<file path="src/rtl/valid_pattern_generator_if.sv">
// valid_pattern_generator_if
// Purpose : bundles the request/qualifier inputs and the valid-lane outputs
//           of the VALTRAIN pattern generator into one connection.
// Signals : i_enable_128    - request a fixed-length VALTRAIN burst
//           i_enable_cons   - request continuous VALTRAIN
//           i_tx_data_valid - functional-mode valid qualifier
//           i_inject_error  - per-cycle error injection strobe
//           i_error_mask    - XOR mask used when injecting
//           o_tvld_l        - registered transmit valid-lane word
//           o_pattern_active- high while a VALTRAIN word is on o_tvld_l
//           o_done          - one-cycle burst completion pulse
//           o_iter_count    - 8-bit iterations sent in the current burst
// Modports: master drives the i_* side, slave is the generator.
interface valid_pattern_generator_if;
    logic        i_enable_128;
    logic        i_enable_cons;
    logic        i_tx_data_valid;
    logic        i_inject_error;
    logic [31:0] i_error_mask;
    logic [31:0] o_tvld_l;
    logic        o_pattern_active;
    logic        o_done;
    logic [7:0]  o_iter_count;

    modport master (
        output i_enable_128, i_enable_cons, i_tx_data_valid,
               i_inject_error, i_error_mask,
        input  o_tvld_l, o_pattern_active, o_done, o_iter_count
    );

    modport slave (
        input  i_enable_128, i_enable_cons, i_tx_data_valid,
               i_inject_error, i_error_mask,
        output o_tvld_l, o_pattern_active, o_done, o_iter_count
    );
endinterface

</file>
<file path="src/rtl/valid_pattern_generator.sv">
// valid_pattern_generator
// Purpose : drives the transmit valid lane either with the functional valid
//           qualifier or with the VALTRAIN training word (8'b11110000 x4),
//           as a fixed burst of WORDS_128 words or continuously.
// Ports   : i_clk   - system clock, rising edge
//           i_rst_n - asynchronous active-low reset
//           bus     - valid_pattern_generator_if.slave (requests, error
//                     injection, valid-lane word and status)
//
// state | meaning
// ------+-----------------------------------------------------------
// IDLE  | functional output: all-ones when i_tx_data_valid, else zero
// ITER  | fixed burst, one VALTRAIN word per cycle, counted
// CONS  | continuous VALTRAIN while i_enable_cons is held
// DONE  | burst finished, output zero until i_enable_128 drops
module valid_pattern_generator #(
    parameter int WORDS_128 = 32
) (
    input  logic                        i_clk,
    input  logic                        i_rst_n,
    valid_pattern_generator_if.slave    bus
);

    localparam logic [1:0]  S_IDLE = 2'd0;
    localparam logic [1:0]  S_ITER = 2'd1;
    localparam logic [1:0]  S_CONS = 2'd2;
    localparam logic [1:0]  S_DONE = 2'd3;

    localparam logic [31:0] VALTRAIN  = 32'hF0F0_F0F0;
    localparam logic [5:0]  LAST_WORD = 6'(WORDS_128);

    logic [1:0]  r_state;
    logic [5:0]  r_word_cnt;
    logic [7:0]  r_iter_count;
    logic [31:0] r_tvld_l;
    logic        r_pattern_active;
    logic        r_done;

    logic [1:0]  w_state_nxt;
    logic [5:0]  w_word_cnt_nxt;
    logic [7:0]  w_iter_nxt;
    logic [31:0] w_tvld_nxt;
    logic        w_active_nxt;
    logic        w_done_nxt;

    logic [31:0] w_word;
    logic [31:0] w_func;
    logic [8:0]  w_iter_sum;
    logic [7:0]  w_iter_sat;

    // Injection only reaches the lane through w_word, so IDLE/DONE
    // outputs are naturally unaffected by the strobe.
    assign w_word     = VALTRAIN ^ (bus.i_inject_error ? bus.i_error_mask : 32'h0);
    assign w_func     = bus.i_tx_data_valid ? 32'hFFFF_FFFF : 32'h0000_0000;
    assign w_iter_sum = {1'b0, r_iter_count} + 9'd4;
    assign w_iter_sat = w_iter_sum[8] ? 8'hFF : w_iter_sum[7:0];

    always_comb begin
        w_state_nxt    = r_state;
        w_word_cnt_nxt = r_word_cnt;
        w_iter_nxt     = r_iter_count;
        w_tvld_nxt     = 32'h0;
        w_active_nxt   = 1'b0;
        w_done_nxt     = 1'b0;
        case (r_state)
            S_IDLE: begin
                w_word_cnt_nxt = 6'd0;
                w_iter_nxt     = 8'd0;
                w_tvld_nxt     = w_func;
                // The first pattern word goes out on the entry edge.
                if (bus.i_enable_128 && !bus.i_enable_cons) begin
                    w_state_nxt    = S_ITER;
                    w_word_cnt_nxt = 6'd1;
                    w_iter_nxt     = 8'd4;
                    w_tvld_nxt     = w_word;
                    w_active_nxt   = 1'b1;
                end else if (bus.i_enable_cons && !bus.i_enable_128) begin
                    w_state_nxt    = S_CONS;
                    w_iter_nxt     = 8'd4;
                    w_tvld_nxt     = w_word;
                    w_active_nxt   = 1'b1;
                end
            end
            S_ITER: begin
                // An abort takes priority over completion on the same edge.
                if (!bus.i_enable_128) begin
                    w_state_nxt    = S_IDLE;
                    w_word_cnt_nxt = 6'd0;
                    w_iter_nxt     = 8'd0;
                    w_tvld_nxt     = w_func;
                end else if (r_word_cnt == LAST_WORD) begin
                    w_state_nxt = S_DONE;
                    w_done_nxt  = 1'b1;
                end else begin
                    w_word_cnt_nxt = r_word_cnt + 6'd1;
                    w_iter_nxt     = w_iter_sat;
                    w_tvld_nxt     = w_word;
                    w_active_nxt   = 1'b1;
                end
            end
            S_CONS: begin
                if (bus.i_enable_cons) begin
                    w_iter_nxt   = w_iter_sat;
                    w_tvld_nxt   = w_word;
                    w_active_nxt = 1'b1;
                end else begin
                    w_state_nxt = S_IDLE;
                    w_iter_nxt  = 8'd0;
                    w_tvld_nxt  = w_func;
                end
            end
            S_DONE: begin
                // Holding the enable keeps us here so it cannot retrigger.
                if (!bus.i_enable_128) begin
                    w_state_nxt    = S_IDLE;
                    w_word_cnt_nxt = 6'd0;
                    w_iter_nxt     = 8'd0;
                    w_tvld_nxt     = w_func;
                end
            end
            default: begin
                w_state_nxt    = S_IDLE;
                w_word_cnt_nxt = 6'd0;
                w_iter_nxt     = 8'd0;
            end
        endcase
    end

    always_ff @(posedge i_clk or negedge i_rst_n) begin
        if (!i_rst_n) begin
            r_state          <= S_IDLE;
            r_word_cnt       <= 6'd0;
            r_iter_count     <= 8'd0;
            r_tvld_l         <= 32'h0;
            r_pattern_active <= 1'b0;
            r_done           <= 1'b0;
        end else begin
            r_state          <= w_state_nxt;
            r_word_cnt       <= w_word_cnt_nxt;
            r_iter_count     <= w_iter_nxt;
            r_tvld_l         <= w_tvld_nxt;
            r_pattern_active <= w_active_nxt;
            r_done           <= w_done_nxt;
        end
    end

    assign bus.o_tvld_l         = r_tvld_l;
    assign bus.o_pattern_active = r_pattern_active;
    assign bus.o_done           = r_done;
    assign bus.o_iter_count     = r_iter_count;

endmodule

</file>
<file path="src/flat_wrapper.sv">
// flat-port wrapper written by rule: the top's interface ports become plain ports
module valid_pattern_generator_flat 
#(
    parameter int WORDS_128 = 32
)
  (i_clk, i_rst_n, bus_i_enable_128, bus_i_enable_cons, bus_i_tx_data_valid, bus_i_inject_error, bus_i_error_mask, bus_o_tvld_l, bus_o_pattern_active, bus_o_done, bus_o_iter_count);
  valid_pattern_generator_if bus_i ();
  input  logic i_clk;
  input  logic i_rst_n;
  input wire logic [$bits(bus_i.i_enable_128)-1:0] bus_i_enable_128;
  input wire logic [$bits(bus_i.i_enable_cons)-1:0] bus_i_enable_cons;
  input wire logic [$bits(bus_i.i_tx_data_valid)-1:0] bus_i_tx_data_valid;
  input wire logic [$bits(bus_i.i_inject_error)-1:0] bus_i_inject_error;
  input wire logic [$bits(bus_i.i_error_mask)-1:0] bus_i_error_mask;
  output wire logic [$bits(bus_i.o_tvld_l)-1:0] bus_o_tvld_l;
  output wire logic [$bits(bus_i.o_pattern_active)-1:0] bus_o_pattern_active;
  output wire logic [$bits(bus_i.o_done)-1:0] bus_o_done;
  output wire logic [$bits(bus_i.o_iter_count)-1:0] bus_o_iter_count;
  assign bus_i.i_enable_128 = bus_i_enable_128;
  assign bus_i.i_enable_cons = bus_i_enable_cons;
  assign bus_i.i_tx_data_valid = bus_i_tx_data_valid;
  assign bus_i.i_inject_error = bus_i_inject_error;
  assign bus_i.i_error_mask = bus_i_error_mask;
  assign bus_o_tvld_l = bus_i.o_tvld_l;
  assign bus_o_pattern_active = bus_i.o_pattern_active;
  assign bus_o_done = bus_i.o_done;
  assign bus_o_iter_count = bus_i.o_iter_count;
  valid_pattern_generator #(.WORDS_128(WORDS_128)) u_core (.i_clk(i_clk), .i_rst_n(i_rst_n), .bus(bus_i));
endmodule
</file>
<file path="config.mk">
export PLATFORM = sky130hd
export DESIGN_NAME = valid_pattern_generator_flat
export DESIGN_NICKNAME = d
export VERILOG_FILES = /design/src/rtl/valid_pattern_generator_if.sv /design/src/rtl/valid_pattern_generator.sv /design/src/flat_wrapper.sv
export SDC_FILE = /design/constraint.sdc
export NUM_CORES = 1
export LEC_CHECK = 0
export ABC_CLOCK_PERIOD_IN_PS = 2050
export CORE_MARGIN = 10
export CORE_UTILIZATION = 48
export DETAILED_ROUTE_END_ITERATION = 8
export GPL_ROUTABILITY_DRIVEN = 0
export GPL_TIMING_DRIVEN = 0
export PLACE_DENSITY = 0.81
export SLEW_MARGIN = 15
export SYNTH_ARGS = -nofsm -noshare
export SYNTH_HDL_FRONTEND = slang
export SYNTH_SLANG_ARGS = --single-unit
</file>
<file path="constraint.sdc">
create_clock -name i_clk -period 2.05 [get_ports i_clk]
set_clock_uncertainty 0.1 [all_clocks]
set_input_delay 0.41 -clock i_clk [delete_from_list [all_inputs] [get_ports i_clk]]
set_output_delay 0.41 -clock i_clk [all_outputs]
set_load 0.03 [all_outputs]
</file>
# Word level (Yosys, flattened, before mapping)
# Index checks and enable logic that the tools add are counted.
# totals
output_inout_bits	42
ff_bits	50
input_bits	38
# op_classes
n_addsub	2
bitwise	1
n_mux	38
n_eq_ne	9
reduce_logical	9
# ops
cell	count
$mux W32	8
$pmux W32 S4	1
$mux W8	6
$pmux W8 S4	1
$mux W6	3
$pmux W6 S3	1
$not A16 Y16	1
$mux W2	6
$add A8 B3 Y9 const B	1
$mux W1	9
$pmux W2 S4	1
$add A6 B1 Y6 const B	1
$eq A6 B6 Y1 const B	1
$eq A2 B2 Y1 const B	2
$ne A2 B2 Y1 const B	2
$reduce_and A4 Y1	1
$mux W3	1
$ne A3 B1 Y1 const B	1
$ne A3 B2 Y1 const B	1
$ne A3 B3 Y1 const B	1
$pmux W1 S3	1
$reduce_and A3 Y1	1
$reduce_bool A3 Y1	1
$eq A2 B1 Y1 const B	1
other kinds (4)	6

# Depth between registers and ports, before layout
# depth
depth_word	5
mapped_depth	9

# Worst setup path after synthesis
# Ideal clock, no wire load.
# synth_path
kind	input to register
startpoint	in bus_i_enable_cons
endpoint	reg u_core.r_tvld_l[11] (netlist: u_core.bus.o_tvld_l[11])
path_buffers	3
setup_ns	0.080
t_required_ns	1.870
slack_ns	-0.009
arrival_ns	1.879
cell_stages	9
path_cell_list	clkbuf_1 inv_1 ha_1 nor2_1 a21o_1 a21bo_2 buf_4 buf_6 a21oi_1
# synth_between
elab_chain_len	4
elab_cells_between_ends	7
cone_classes	mux: 4; reduce/logical: 3
# synth_rtl
item	line_no	rtl
start, declared	flat_wrapper.sv:11	input wire logic [$bits(bus_i.i_enable_cons)-1:0] bus_i_enable_cons;
$logic_and A1 B1 Y1 or $logic_not A1 Y1 (tied branches)	valid_pattern_generator.sv:77, valid_pattern_generator.sv:71	
$mux W32 or $logic_and A1 B1 Y1 (tied branches)	valid_pattern_generator.sv:77, valid_pattern_generator.sv:71	
$mux W32	valid_pattern_generator.sv:71	if (bus.i_enable_128 && !bus.i_enable_cons) begin
$pmux W32 S4 *	valid_pattern_generator.sv:65	case (r_state)
via u_core.w_tvld_nxt[11]	valid_pattern_generator.sv:42	logic [31:0] w_tvld_nxt;
end signal, assigned	valid_pattern_generator.sv:141	r_tvld_l <= w_tvld_nxt;
end, declared	valid_pattern_generator.sv:35	logic [31:0] r_tvld_l;
# The timed path passes the listed nets; every way through them passes the cells marked *.
# A chain may end at the register's enable or synchronous reset.

# Final worst setup path
# layout_path
startpoint	reg u_core.r_iter_count[4] (netlist: u_core.bus.o_iter_count[4])
endpoint	out bus_o_iter_count[4]
# layout_lines
item	line_no	rtl
start, declared	valid_pattern_generator.sv:34	logic [7:0] r_iter_count;
start signal, assigned	valid_pattern_generator.sv:140	r_iter_count <= w_iter_nxt;
end, declared	flat_wrapper.sv:18	output wire logic [$bits(bus_i.o_iter_count)-1:0] bus_o_iter_count;
# No word-level cell between the ends.

==> flow_summary.yaml <==
run_status:
  outcome: "finished, final reports clean"
setup_path:
  crit_path_max_fanout: 7
  reg2reg_slack_ns: 0.12
  arrival_ns: 1.47
  critical_path_cell_count: 1
  crit_buf_inv: 1
  ff2ff_path_depth: 6
  crit_chain: "clkdlybuf4s50_1"
  timing.rr.end: "u_core.bus.o_tvld_l[14]"
  cp-endpoint: "bus_o_iter_count[4]"
  required_ns: 1.54
  crit_type: "flop to primary output"
  cp_top_family: "buffers and inverters"
  start_kind: "flop"
  crit_path_top_delay_cell: "clkdlybuf4s50_1"
  critPathMaxStageDelay_ns: 0.72
  end_kind: "primary output"
  startpoint: "u_core.bus.o_iter_count[4]"
  r2r_start: "u_core.r_word_cnt[0]"
logic_synthesis:
  synthAdderAreaFrac_pct: 2.28
  synth.area.mux_share_pct: 0
  synth_top_cell_by_area: "dfrtp_1"
  synth_cell_type_count: 56
  synthCells: 296
  avgSynthCellArea_um2: 9.28
  synth-edff-count: 0
  synth_xor_area_share_pct: 0.638
  ys_async_sr_fraction_pct: 100
  ys_ff_latch: 50
  synth.net_count: 339
  synth_top_family_by_area: "compound AO/OA/AOI/OAI gates"
  synth_area_leaders: "dfrtp_1 46%, a21oi_1 8.0%, nand2_1 3.7%"
  yosysSeqAreaShare_pct: 45.6
  ys.flop_type: "dfrtp_1"
  synth_top_area_share_pct: 45.6
  yosys_warnings: 0
  netlist_area_mm2: 0.00275
  synth_compound_area_share_pct: 26.2
  synthSimpleGateAreaFrac_pct: 19.6
timing:
  hold_viol_final: 0
  setup_tns_ns: 0
  worst_pin_slew_ns: 0.537
  fin_crit_sh_pct: 96.6
  maxSlewViolCount: 0
  rsz0062_at_grt: "false"
  period_minus_slack_ns: 1.98
  finalSetupViolCount: 0
  relSlewSlack_pct: 64.1
  max_freq_ghz: 0.505
place:
  dp_hpwl_um: 5920
  post-place-cells: 447
  port_buffers: 78
floorplanning:
  coreArea_mm2: 0.00554
  start_util_pct: 49.6
  die_h_um: 95.6
  ios: 80
  die_width_um: 95.6
  die_area_mm2: 0.00915
  fp-row-count: 27
route:
  vias: 2656
  routed_wirelength_um: 7740
  firstDrtPassIters: 4
  dr.first_iter.drc_count: 183
  antenna_left: 0
  wire_per_inst_um: 16.9
  drc: 0
  drt-vias-per-instance: 5.79
power_and_ir_drop:
  ir_drop_mv: 0.571
  power_density_mw_per_mm2: 924
  p_leak_nw: 1.56
clock_network:
  path_clk_slew_ns: 0.08
  clkSinkCount: 50
  clockBufferDepth: 2
  htree_levels: 2
  numCtsBuffers: 5
  clock-root-buffer: "clkbuf_8"
  clk_latency_ns: 0.30
  cts_tree: "done"
job:
  cap_violations: 0
layout:
  stdcell_count: 459
  diodes: 0
  fin_nets: 430
  drive_above_1_share_pct: 11.9
  nFillCells: 455
  multi_input_area_mm2: 0.00135
  final-seq-area_mm2: 0.00125
  area_growth_pct: 37.4
global_routing:
  antenna_found_initial: 0
  grt_overflow: 0
  grt_pass1_vias: 2629
  track_usage_pct: 17.1
  grt_pass1_wl_um: 12700
  grt_util_met1_pct: 21.0
  grt_start_max_net_pins: 37
  use_met2_pct: 28.6
  use_met3_pct: 3.61
  busiest_layer: "met2"
hold_path:
  hold_class: "flop to flop"
==> kinds of logic after synthesis <==
kind of cell	count (synthesis)
DFF	50
buffers and inverters	32
and+or+nand+nor	101
xor gates and xnor gates	2
adders and majority gates	5
AOI/OAI and AO/OA	106
==> worst min path at each step <==
stage	cells past startpoint	to	start
floorplan	0	u_core.bus.o_done	i_rst_n
global placement	1	u_core.bus.o_iter_count[1]	u_core.bus.o_iter_count[1]
detailed placement	1	u_core.bus.o_iter_count[0]	i_rst_n
CTS	1	u_core.bus.o_iter_count[1]	u_core.bus.o_iter_count[1]
global route	1	u_core.bus.o_iter_count[1]	u_core.bus.o_iter_count[1]
finish	1	u_core.bus.o_iter_count[1]	u_core.bus.o_iter_count[1]
==> placed cells by master, fill, tap and decap left out, types with 2 or more instances in the layout <==
| cell | instances |
|---|---|
| a211oi_1 | 3 |
| a21o_1 | 3 |
| a21oi_1 | 43 |
| a31oi_1 | 6 |
| and2_1 | 2 |
| and3_1 | 9 |
| buf_2 | 4 |
| buf_4 | 9 |
| buf_6 | 2 |
| clkbuf_1 | 6 |
| clkbuf_2 | 6 |
| clkbuf_8 | 6 |
| clkdlybuf4s50_1 | 75 |
| clkinv_2 | 2 |
| dfrtp_1 | 50 |
| ha_1 | 4 |
| inv_1 | 9 |
| nand2_1 | 27 |
| nand2b_1 | 3 |
| nand3_1 | 18 |
| nor2_1 | 14 |
| nor2b_1 | 2 |
| nor3_1 | 13 |
| o2111ai_1 | 6 |
| o21a_1 | 2 |
| o21ai_0 | 12 |
| o221a_2 | 2 |
| o22ai_1 | 3 |
| o311ai_0 | 7 |
| o311ai_1 | 2 |
| or2_2 | 2 |
| xnor2_1 | 2 |
==> routing by layer <==
layer / vias up / routed length, um
li1: 1273 / -
met1: 1260 / 3320
met2: 110 / 3670
met3: 13 / 621
met4: 0 / 133
met5: - / 0
==> state kept, by name (all words and copies together), names as in the netlist <==
| signal | count |
|---|---|
| u_core.bus.o_tvld_l | 32 |
| u_core.bus.o_iter_count | 8 |
| u_core.r_word_cnt | 6 |
| u_core.r_state | 2 |
| u_core.bus.o_done | 1 |
| u_core.bus.o_pattern_active | 1 |
==> synth_stat cells, drive strengths merged (9+ instances only) <==
cell type and n:
nor2 14, nand3 18, and3 9, nand2 27, clkbuf 11, nor3 13, inv 9, dfrtp 50
o311ai 9, a21oi 45, buf 12, o21ai 14
==> power by group <==
part	switching (mW)	internal (mW)	leakage (nW)
logic	0.990	0.689	0.901
clock network	0.304	0.229	0.0438
registers	0.0761	1.20	0.615
==> per-stage QoR <==
stage                     hold WS, ns  worst slack (ns)  power, mW  utilization (%)  area, um2
after floorplan                0.0144            0.0921       2.27                -       2750
after detailed placement        0.239            -0.834       2.94             65.6       3630
after global routing            0.417           0.00554       3.68             68.1       3770
final                           0.396            0.0690       3.48             68.1       3770
after global placement          0.379            -0.881       2.90             65.3       3620
after CTS                       0.402           0.00242       3.49             67.7       3750
==> area by class of cell <==
class                   instances  area share (%)
well taps                      72            2.39
flip-flops and latches         50            33.2
multi-input cells             214            35.7
clock inverters                 2           0.265
repair buffers                 84            22.1
clock buffers                   5            1.82
plain buffers                  23            3.71
inverters                       9           0.896
==> repair_timing <==
action                                  4_1_cts  5_1_grt
pin swaps                                     0        2
endpoints found under the hold margin        14        0
resized for setup                             8        9
hold buffers                                  1        0
buffers inserted                              2        2
endpoints found under the setup margin       33       28
No activity file was read; power rests on OpenSTA's default activity.
